File: src/rtl/cordic_pkg.sv
// Shared definitions for the CORDIC front-end blocks.
//   Q_W                  : sample width of the q13/q14 signed words
//   PI/HALF_PI/TWO_PI    : angle constants in q13 radians
//   state_t              : range-reduction controller states
//   negate_q()           : two's-complement negate, optionally saturating
package cordic_pkg;

  localparam int Q_W         = 16;
  localparam int PI_Q13      = 25736;
  localparam int HALF_PI_Q13 = 12868;
  localparam int TWO_PI_Q13  = 51472;

  localparam logic signed [Q_W-1:0] Q_MAX = 16'sh7FFF;
  localparam logic signed [Q_W-1:0] Q_MIN = 16'sh8000;

  typedef enum logic [1:0] {
    IDLE = 2'd0,
    LOAD = 2'd1,
    WAIT = 2'd2,
    OUT  = 2'd3
  } state_t;

  // -Q_MIN does not exist in Q_W bits; with sat set it clips to Q_MAX,
  // otherwise it wraps back to Q_MIN as plain two's complement would.
  function automatic logic signed [Q_W-1:0] negate_q(
    input logic signed [Q_W-1:0] v,
    input logic                  sat
  );
    logic signed [Q_W-1:0] r;
    if (v == Q_MIN) r = sat ? Q_MAX : Q_MIN;
    else            r = -v;
    return r;
  endfunction

endpackage

File: src/rtl/cordic_quadrant_fold.sv
// Combinational quadrant fold for a full-circle q13 phase.
//   in_angle      : signed q13 phase, any 16-bit code (about +/-4 rad)
//   reduced_angle : signed q14 angle in [-pi/2, +pi/2] for the CORDIC core
//   neg_cos       : 1 when the angle was mirrored about +/-pi/2, so the
//                   core's cosine must be negated (sine is unchanged)
module cordic_quadrant_fold
  import cordic_pkg::*;
(
  input  logic signed [Q_W-1:0] in_angle,
  output logic signed [Q_W-1:0] reduced_angle,
  output logic                  neg_cos
);

  // Two guard bits: the wrap and the fold can both exceed the q13 range.
  localparam logic signed [17:0] PI      = 18'(PI_Q13);
  localparam logic signed [17:0] HALF_PI = 18'(HALF_PI_Q13);
  localparam logic signed [17:0] TWO_PI  = 18'(TWO_PI_Q13);

  logic signed [17:0] a_ext;
  logic signed [17:0] a_wrap;
  logic signed [17:0] r;

  assign a_ext = {{2{in_angle[Q_W-1]}}, in_angle};

  // NOTE: every output of a combinational block gets a value on every path
  // (defaults first), otherwise synthesis infers a latch.
  always_comb begin
    a_wrap = a_ext;
    if (a_ext > PI)       a_wrap = a_ext - TWO_PI;
    else if (a_ext < -PI) a_wrap = a_ext + TWO_PI;

    r       = a_wrap;
    neg_cos = 1'b0;
    // Exactly +/-HALF_PI stays put: the comparisons are strict.
    if (a_wrap > HALF_PI) begin
      r       = PI - a_wrap;
      neg_cos = 1'b1;
    end else if (a_wrap < -HALF_PI) begin
      r       = -PI - a_wrap;
      neg_cos = 1'b1;
    end
  end

  // |r| <= HALF_PI, so the q13 -> q14 doubling always fits Q_W bits.
  assign reduced_angle = Q_W'(r <<< 1);

endmodule

File: src/rtl/cordic_range_reduce.sv
// Front-end for cordic_sine: folds a full-circle phase into the core's
// convergence range, runs one core transaction, fixes the cosine sign and
// presents the result on a valid/ready output.
//   clk, reset_n          : clock, asynchronous active-low reset
//   in_valid/in_ready     : phase handshake (in_ready only while idle)
//   in_angle              : signed q13 phase
//   core_load/core_angle  : one-cycle load pulse and q14 angle to the core
//   core_done/core_co/so  : core completion and q14 cos/sin results
//   out_valid/out_ready   : result handshake, result held until accepted
//   out_cos/out_sin       : signed q14 cos/sin of in_angle
//   out_err               : core timed out; out_cos/out_sin forced to 0
module cordic_range_reduce
  import cordic_pkg::*;
#(
  parameter int TIMEOUT_CYCLES = 64,
  parameter bit TOL_SAT        = 1'b1
) (
  input  logic                  clk,
  input  logic                  reset_n,
  input  logic                  in_valid,
  output logic                  in_ready,
  input  logic signed [Q_W-1:0] in_angle,
  output logic                  core_load,
  output logic signed [Q_W-1:0] core_angle,
  input  logic                  core_done,
  input  logic signed [Q_W-1:0] core_co,
  input  logic signed [Q_W-1:0] core_so,
  output logic                  out_valid,
  input  logic                  out_ready,
  output logic signed [Q_W-1:0] out_cos,
  output logic signed [Q_W-1:0] out_sin,
  output logic                  out_err
);

  localparam int                CNT_W    = $clog2(TIMEOUT_CYCLES + 1);
  localparam logic [CNT_W-1:0]  TMO_LAST = CNT_W'(TIMEOUT_CYCLES - 1);

  state_t                state;
  state_t                state_nxt;
  logic [CNT_W-1:0]      tmo_cnt;
  logic                  neg_cos;
  logic signed [Q_W-1:0] fold_angle;
  logic                  fold_neg_cos;
  logic                  tmo_hit;

  cordic_quadrant_fold u_fold (
    .in_angle      (in_angle),
    .reduced_angle (fold_angle),
    .neg_cos       (fold_neg_cos)
  );

  // WAIT entry clears the counter; it then advances once per waiting cycle,
  // so the abort lands exactly TIMEOUT_CYCLES edges after WAIT entry.
  assign tmo_hit = (tmo_cnt == TMO_LAST);

  assign in_ready  = (state == IDLE);
  assign core_load = (state == LOAD);
  assign out_valid = (state == OUT);

  always_comb begin
    state_nxt = state;
    unique case (state)
      IDLE:    if (in_valid)             state_nxt = LOAD;
      LOAD:                              state_nxt = WAIT;
      WAIT:    if (core_done || tmo_hit) state_nxt = OUT;
      OUT:     if (out_ready)            state_nxt = IDLE;
      default:                           state_nxt = IDLE;
    endcase
  end

  // NOTE: clocked state is written with non-blocking assignments so every
  // register samples its inputs from before the edge, whatever the order.
  always_ff @(posedge clk or negedge reset_n) begin
    if (!reset_n) state <= IDLE;
    else          state <= state_nxt;
  end

  always_ff @(posedge clk or negedge reset_n) begin
    if (!reset_n) begin
      core_angle <= '0;
      neg_cos    <= 1'b0;
      tmo_cnt    <= '0;
      out_cos    <= '0;
      out_sin    <= '0;
      out_err    <= 1'b0;
    end else begin
      unique case (state)
        IDLE: begin
          // core_angle stays frozen from here until the next accept.
          if (in_valid) begin
            core_angle <= fold_angle;
            neg_cos    <= fold_neg_cos;
          end
        end
        LOAD: tmo_cnt <= '0;
        WAIT: begin
          // core_done is only looked at here, so a level left over from an
          // earlier or abandoned transaction cannot complete this one early.
          if (core_done) begin
            out_sin <= core_so;
            out_cos <= neg_cos ? negate_q(core_co, TOL_SAT) : core_co;
            out_err <= 1'b0;
          end else if (tmo_hit) begin
            out_sin <= '0;
            out_cos <= '0;
            out_err <= 1'b1;
          end else begin
            tmo_cnt <= tmo_cnt + 1'b1;
          end
        end
        default: ;
      endcase
    end
  end

endmodule

File: config.mk
export PLATFORM = sky130hd
export DESIGN_NAME = cordic_range_reduce
export DESIGN_NICKNAME = d
export VERILOG_FILES = /design/src/rtl/cordic_pkg.sv /design/src/rtl/cordic_quadrant_fold.sv /design/src/rtl/cordic_range_reduce.sv
export SDC_FILE = /design/constraint.sdc
export NUM_CORES = 1
export LEC_CHECK = 0
export BUFFER_PORTS_ARGS = -buffer_cell sky130_fd_sc_hd__buf_2
export CORE_MARGIN = 2
export CORE_UTILIZATION = 40
export DETAILED_ROUTE_END_ITERATION = 7
export PLACE_DENSITY = 0.61
export SYNTH_ARGS = -nofsm -noshare
export SYNTH_HDL_FRONTEND = slang
export SYNTH_SLANG_ARGS = --single-unit
export TNS_END_PERCENT = 100
File: constraint.sdc
create_clock -name clk -period 3 [get_ports clk]
set_clock_uncertainty 0.1 [all_clocks]
set_input_delay 0.15 -clock clk [delete_from_list [all_inputs] [get_ports clk]]
set_output_delay 0.15 -clock clk [all_outputs]
set_load 0.02 [all_outputs]
==> impl_metrics.py, run 1 <==
metrics = {
    "synth": {
        "post_synth_most_frequent_cells": "nand2_1 (81), dfrtp_1 (58), a21oi_1 (35)",
        "post-synth-top-area-fraction_pct": 34.27,
        "synth.lib_cells_used.distinct": 72,
        "yosys.cell_count.top_type": "nand2_1",
        "syn_area_um2": 4235,
        "ys.warnings.count": 0,
        "synth.area.top_cells": "dfrtp_1 (34%), nand2_1 (7.2%), a21oi_1 (4.1%), xnor2_1 (4.1%), o21ai_0 (3.7%)",
        "async_reset_ff_share_pct": 100.0,
        "synth.ff_latch_count": 58,
        "synth_flop_cell": "dfrtp_1",
        "yosysSeqAreaShare_pct": 34.27,
        "synth_edf_count": 0,
        "post_syn_nets": 570,
        "synthesis.instances": 507,
        "synth_area_leader_cell": "dfrtp_1",
        "syn_area_per_cell_um2": 8.354,
    },
    "grt": {
        "grt_antenna_before_repair": 0,
        "global_route.usage.total_pct": 23.45,
        "grt_first_pass_wirelength_mm": 21.75,
        "globalRoute.totalOverflow": 0,
        "grt_pass1_vias": 4534,
        "largest_net_degree_at_the_start_of_global_routing": 41,
    },
    "final_layout": {
        "num-nets-final": 774,
        "syn2layout_area_growth_pct": 45.29,
        "post_route_cells_drive_above_1_share_pct": 37.85,
        "antenna_cells_inserted": 0,
        "final_cell_count_no_fill": 852,
    },
    "route": {
        "totalWireLength_mm": 13.25,
        "detail_route.first_pass.iterations": 5,
        "viasPerCell": 5.421,
        "vias": 4619,
        "antenna_violating_nets_post_route": 0,
        "drt_iter0_drc": 323,
        "route.detailed.wl_per_inst_um": 15.55,
        "remaining_drc_errors": 0,
    },
    "clock_tree": {
        "cts_buffers": 9,
        "cts_num_sinks": 58,
        "clkTransAtPathRegs_ns": 0.06,
        "clock_tree.htree_level_count": 3,
        "cts_tree": "done",
        "insertion_delay_ns": 0.33,
        "clock_path_buffers": 2,
        "cts-root-buf": "clkbuf_8",
    },
    "die": {
        "die_w_um": 106.9,
        "die_h_um": 106.9,
        "rows": 37,
        "start_util_pct": 41.03,
        "design.die.area_um2": 11430,
        "placeableCoreArea_um2": 10320,
        "top_level_ports": 105,
    },
    "sta": {
        "fmax_ghz": 0.2783,
        "worst_slack_ns": -0.5930,
        "period_minus_slack_ns": 3.593,
        "finalSetupViolations": 15,
        "finalHoldWorstSlack_ns": 0.07021,
        "final_number_of_max_transition_violations": 0,
        "finalHoldViolations": 0,
        "rsz0062_at_grt": "true",
        "final_min_period_over_clock_period_pct": 119.8,
        "tns_ns": -7.928,
        "slew-limit-headroom_pct": 39.46,
        "max_slew.worst_pin.slew_ns": 0.9082,
    },
    "placement": {
        "dp_cells": 812,
        "dp_hpwl_mm": 9.925,
        "finalWeightedCongestion": 0.8697,
        "io_buffer_count": 103,
    },
    "pwr": {
        "power.share.switching_pct": 43.65,
        "pwr-share-comb_pct": 52.4,
        "seqPwrFrac_pct": 30.6,
        "power_frac_clock_pct": 17.0,
        "internal_power_mw": 2.427,
        "ir_worst_vdd_v": 0.0005455,
        "power_density_cells_nw_per_um2": 700.0,
        "leakage_nw": 2.958,
        "total_switching_power_mw": 1.880,
    },
    "outcome": {
        "run_status": "finished with violations",
        "failed_checks": "negative setup slack",
    },
    "critical_path": {
        "arrival_ns": 3.65,
        "timing.critical_path.to_type": "register",
        "endpoint_required_time_on_the_critical_path_ns": 3.06,
        "rrSetupSlack_ns": 0.46,
        "critical_path.reg2reg.startpoint": "state[0]",
        "end_of_the_worst_register_to_register_path": "tmo_cnt[5]",
        "r2r_cells": 8,
        "worst_setup_start_kind": "input port",
        "crit_path_start": "in_angle[5]",
        "timing.critical_path.to": "core_angle[9]",
        "cp_max_fo": 6,
        "critical_path_class": "input port to register",
    },
    "flow_run": {
        "drv_cap": 0,
    },
    "hold_path": {
        "hold_path.class": "input port to register",
    },
}
-- cell usage in the layout, fill, tap and decap left out, types with 4 or more instances in the layout --
master / n
buf_2: 101
buf_4: 99
nand2_1: 80
dfrtp_1: 58
a21oi_1: 33
nand3_1: 27
o21ai_0: 22
xnor2_1: 19
dlygate4sd3_1: 18
nor2_1: 17
inv_1: 16
nor3_1: 14
xor2_1: 12
o21ai_1: 11
clkbuf_8: 10
a31oi_1: 8
o31ai_1: 8
ha_1: 8
nor2b_1: 7
nand2b_1: 6
a31o_2: 6
buf_6: 6
or2_2: 5
mux2i_1: 5
o22ai_2: 5
a21o_1: 5
o31a_1: 4
a211oi_1: 4
-- kinds of logic (layout without fill, tap and decap cells) --
logic type | after synthesis | in the layout | synth area share, %
AOI/OAI and AO/OA | 161 | 161 | 27.15
xor gates and xnor gates | 32 | 32 | 6.617
adders and majority gates | 10 | 10 | 2.954
buffers and inverters | 48 | 257 | 5.111
DFF | 58 | 58 | 34.27
muxes | 8 | 8 | 1.950
other | 1 | 1 | 0.08854
and+or+nand+nor | 189 | 189 | 21.86
-- registers in the layout, summed over array words and instances (netlist names) --
signal / cells
out_err: 1
core_angle: 15
out_cos: 16
tmo_cnt: 7
neg_cos: 1
out_sin: 16
state: 2
-- worst min-delay path by stage --
stage / from / end / slack (ns) / depth (start not counted)
floorplan: reset_n / core_angle[10] / -0.25 / 0
global route: core_co[2] / out_cos[2] / 0.07 / 3
CTS: core_co[14] / out_cos[14] / 0.06 / 3
finish: core_co[14] / out_cos[14] / 0.07 / 3
global placement: reset_n / tmo_cnt[4] / 0.23 / 1
detailed placement: reset_n / tmo_cnt[4] / 0.24 / 1
-- worst max-delay path, stage by stage --
cell	delay, ns
buf_8	0.10
ha_4	0.15
a31o_4	0.21
a31oi_1	0.16
nor2_1	0.06
o31a_1	0.28
ha_4	0.26
and3b_1	0.17
o211a_1	0.21
or4_4	0.53
a31o_1	0.24
a2111oi_4	0.45
o31ai_4	0.15
buf_6	0.17
o22ai_2	0.11
xnor2_1	0.13
o21ai_0	0.10
-- per-layer routing --
| metal | track usage [%] | routed length, µm | vias up |
|---|---|---|---|
| li1 | - | - | 2257 |
| met1 | 30.86 | 5906 | 2219 |
| met2 | 39.08 | 6450 | 117 |
| met3 | 4.255 | 586 | 26 |
| met4 | 7.514 | 306 | 0 |
| met5 | 0 | 0 | - |
-- power by group through the flow --
stage / sequential [mW] / combinational [mW] / clock, mW
floorplan: 1.65 / 1.05 / 0
global placement: 1.31 / 2.12 / 0
detailed placement: 1.32 / 2.16 / 0
CTS: 1.31 / 2.21 / 0.757
global route: 1.36 / 2.46 / 0.796
finish: 1.32 / 2.26 / 0.734
-- repair_timing --
item                       CTS  global route
hold endpoints to repair    56             0
hold buffers                18             0
gates cloned                 0             0
setup endpoints to repair   15            15
pin swaps                   13            19
resized for setup           16            25
setup buffers                3             3
-- metrics by stage --
| stage | power [mW] | area (µm²) | setup slack, ns | util [%] |
|---|---|---|---|---|
| after global routing | 4.613 | 6153 | -0.7240 | 59.60 |
| after global placement | 3.435 | 5547 | -0.9511 | 53.73 |
| after CTS | 4.282 | 6012 | -0.5439 | 58.24 |
| after floorplan | 2.700 | 4287 | -0.8254 | - |
| after detailed placement | 3.486 | 5547 | -1.009 | 53.73 |
| final | 4.308 | 6153 | -0.5930 | 59.60 |
-- cell type report --
cell class / instances / area (µm²)
sequential: 58 / 1451
tap: 136 / 170.2
multi-input combinational: 401 / 2765
clock inverter: 5 / 53.80
fill: 927 / 4170
clock buffer: 11 / 141.4
inverter: 16 / 60.06
timing repair buffer: 225 / 1511
(Power assumes the default switching activity.)
==> run 2, diff against run 1 <==
- SKIP_CTS_REPAIR_TIMING: not set -> 1
- SYNTH_HIERARCHICAL: not set -> 1
==> impl_metrics.py, run 2 <==
metrics = {
    "final_layout": {
        "post_route_cells_drive_above_1_share_pct": 42.73,
        "num-nets-final": 732,
        "syn2layout_area_growth_pct": 43.07,
        "n_fill_cell": 968,
        "biggestRegsByFlops": "core_angle (16), out_cos (16), out_sin (16)",
        "layout.cells.most_common": "buf_2",
        "most-common-layout-cells": "buf_2 (102), buf_4 (90), dfrtp_1 (59)",
        "fin_area_um2": 6235,
        "antenna_cells_inserted": 0,
    },
    "die": {
        "placeableCoreArea_um2": 10750,
        "rows": 38,
        "top_level_ports": 105,
        "die_h_um": 108.4,
        "die_w_um": 108.4,
        "start_util_pct": 40.56,
        "design.die.area_um2": 11750,
    },
    "synth": {
        "synth_top_family_by_area": "compound AO/OA/AOI/OAI gates",
        "syn_area_per_cell_um2": 9.253,
        "synth_compound_gate_area_share_pct": 28.22,
        "synthXorXnorAreaFrac_pct": 5.369,
        "async_reset_ff_share_pct": 100.0,
        "synth_edf_count": 0,
        "synth.area.top_cells": "dfrtp_1 (34%), mux2_2 (5.4%), a22o_1 (3.8%), nand2_1 (3.5%), ha_1 (2.9%)",
        "yosysSeqAreaShare_pct": 33.88,
        "synth.lib_cells_used.distinct": 76,
        "synth_simple_gate_area_share_pct": 17.31,
        "syn_area_um2": 4358,
        "synth_flop_cell": "dfrtp_1",
        "yosys.cell_count.top_type": "dfrtp_1",
        "ys.warnings.count": 6,
        "post_synth_most_frequent_cells": "dfrtp_1 (59), nand2_1 (41), nor2_1 (32)",
        "post_syn_nets": 534,
        "post-synth-top-area-fraction_pct": 33.88,
        "yosys-mux-area-fraction_pct": 6.661,
        "synth_area_leader_cell": "dfrtp_1",
        "synthesis.instances": 471,
        "synth_fa_ha_area_share_pct": 2.871,
        "synth.ff_latch_count": 59,
    },
    "grt": {
        "globalRoute.totalOverflow": 0,
        "grt_antenna_before_repair": 0,
        "grt_pass1_vias": 4155,
        "largest_net_degree_at_the_start_of_global_routing": 44,
        "global_route.usage.total_pct": 20.69,
        "grt_first_pass_wirelength_mm": 19.51,
    },
    "clock_tree": {
        "insertion_delay_ns": 0.34,
        "clock_path_buffers": 2,
        "clkTransAtPathRegs_ns": 0.08,
        "cts-root-buf": "clkbuf_8",
        "cts_buffers": 9,
        "clock_tree.htree_level_count": 3,
        "cts_num_sinks": 59,
        "cts_tree": "done",
    },
    "placement": {
        "place_worst_setup_slack_ns": -0.9470,
        "io_buffer_count": 104,
        "dp_hpwl_mm": 9.249,
        "postPlaceCellArea_um2": 5615,
        "finalWeightedCongestion": 0.8757,
    },
    "pwr": {
        "ir_worst_vdd_v": 0.0004556,
        "leakage_nw": 2.969,
        "power_density_cells_nw_per_um2": 700.4,
    },
    "hold_path": {
        "hold_path.class": "input port to register",
        "hp-start": "core_co[14]",
    },
    "route": {
        "detail_route.first_pass.iterations": 5,
        "vias": 4418,
        "drt_iter0_drc": 225,
        "antenna_violating_nets_post_route": 0,
        "totalWireLength_mm": 12.54,
        "route.detailed.wl_per_inst_um": 15.40,
        "remaining_drc_errors": 0,
        "viasPerCell": 5.428,
    },
    "outcome": {
        "failed_checks": "negative setup slack",
        "run_status": "finished with violations",
    },
    "flow_run": {
        "drv_cap": 0,
    },
    "sta": {
        "period_minus_slack_ns": 3.506,
        "rsz0062_at_grt": "true",
        "finalHoldWorstSlack_ns": 0.05715,
        "slew-limit-headroom_pct": 46.91,
        "tns_ns": -6.483,
        "final_number_of_max_transition_violations": 0,
        "worst_slack_ns": -0.5062,
        "finalSetupViolations": 15,
        "final_min_period_over_clock_period_pct": 116.9,
        "fmax_ghz": 0.2852,
        "finalHoldViolations": 0,
        "max_slew.worst_pin.slew_ns": 0.7944,
    },
    "critical_path": {
        "critical_path.reg2reg.startpoint": "tmo_cnt[0]",
        "crit_slowest_cell": "a2111oi_4",
        "endpoint_required_time_on_the_critical_path_ns": 3.12,
        "crit_path_start": "in_angle[5]",
        "critical_path.n_buffers_inverters": 4,
        "critical_path.max_stage_delay_ns": 0.35,
        "delay_heaviest_family_cp": "compound AO/OA/AOI/OAI gates",
        "worst_setup_start_kind": "input port",
        "timing.critical_path.to_type": "register",
        "worst_path_cell_trace": "buf_8 > ha_4 > a31o_4 > a31oi_4 > nor2_1 > o31a_1 > ha_4 > clkinv_4 > buf_6 > a311o_1 > a211o_1 > and2_4 > o31ai_4 > o21ai_4 > buf_6 > a2111oi_4 > xor2_1 > mux2_4",
        "arrival_ns": 3.63,
        "critical_path_class": "input port to register",
        "cp_max_fo": 4,
    },
}
==> run 2: cell types whose count changed after synthesis, moves of 7 or more <==
cell,delta
nand2_1,-40
mux2_2,+19
a22o_1,+17
o21ai_0,-17
nor2_1,+15
a21oi_1,-13
nor3_1,-13
nand3_1,-12
a31oi_1,+7
==> run 2: worst paths after layout <==
path	to	slack (ns)	depth (start not counted)
min reg2reg	out_cos[3]	0.38	1
min in group asynchronous	out_cos[9]	0.16	2
max reg2reg	out_cos[6]	0.82	6
min	out_cos[14]	0.06	4
max	core_angle[4]	-0.51	18
max in group asynchronous	core_angle[15]	1.76	3
==> run 2: per-stage QoR <==
step | util (%) | power, mW | std cells
5_1_grt | 58.02 | 4.674 | 814
2_1_floorplan | - | 2.807 | 471
6_report | 58.02 | 4.367 | 814
4_1_cts | 54.13 | 4.324 | 785
3_5_place_dp | 52.26 | 3.570 | 769
3_3_place_gp | 52.26 | 3.529 | 769
==> run 2: logic make-up after synthesis <==
logic type	count (synthesis)
compound gates	160
xor+xnor	25
fa+ha+maj	10
buf+inv	51
flops	59
mux	26
other cells	1
simple gates	139
==> run 2: cell type report <==
cell class | instances | area [µm²] | share of cell area (%)
Multi-Input combinational cell | 361 | 2825 | 45.31
Clock inverter | 7 | 77.57 | 1.244
Inverter | 19 | 76.32 | 1.224
Tap cell | 140 | 175.2 | 2.810
Timing Repair Buffer | 219 | 1480 | 23.74
Sequential cell | 59 | 1476 | 23.68
Clock buffer | 9 | 123.9 | 1.987
==> run 2: tightest hold or removal path: cells and delay by family <==
family	cells	cell delay, ns
simple gates	1	0.07
buf+inv	1	0.12
compound gates	2	0.13
==> run 2: routing by layer <==
metal  GRT usage [%]  routed length (µm)  vias up
met4           6.593                 152        0
met1           25.52                5414     2106
met5               0                   0        -
li1                -                   -     2171
met3           3.556                 658       10
met2           36.66                6312      131
==> run 2: where the power goes <==
group          switching, mW  total, mW  internal [mW]
Sequential             0.226       1.36           1.14
Clock                  0.339      0.728          0.388
Combinational           1.26       2.28           1.02
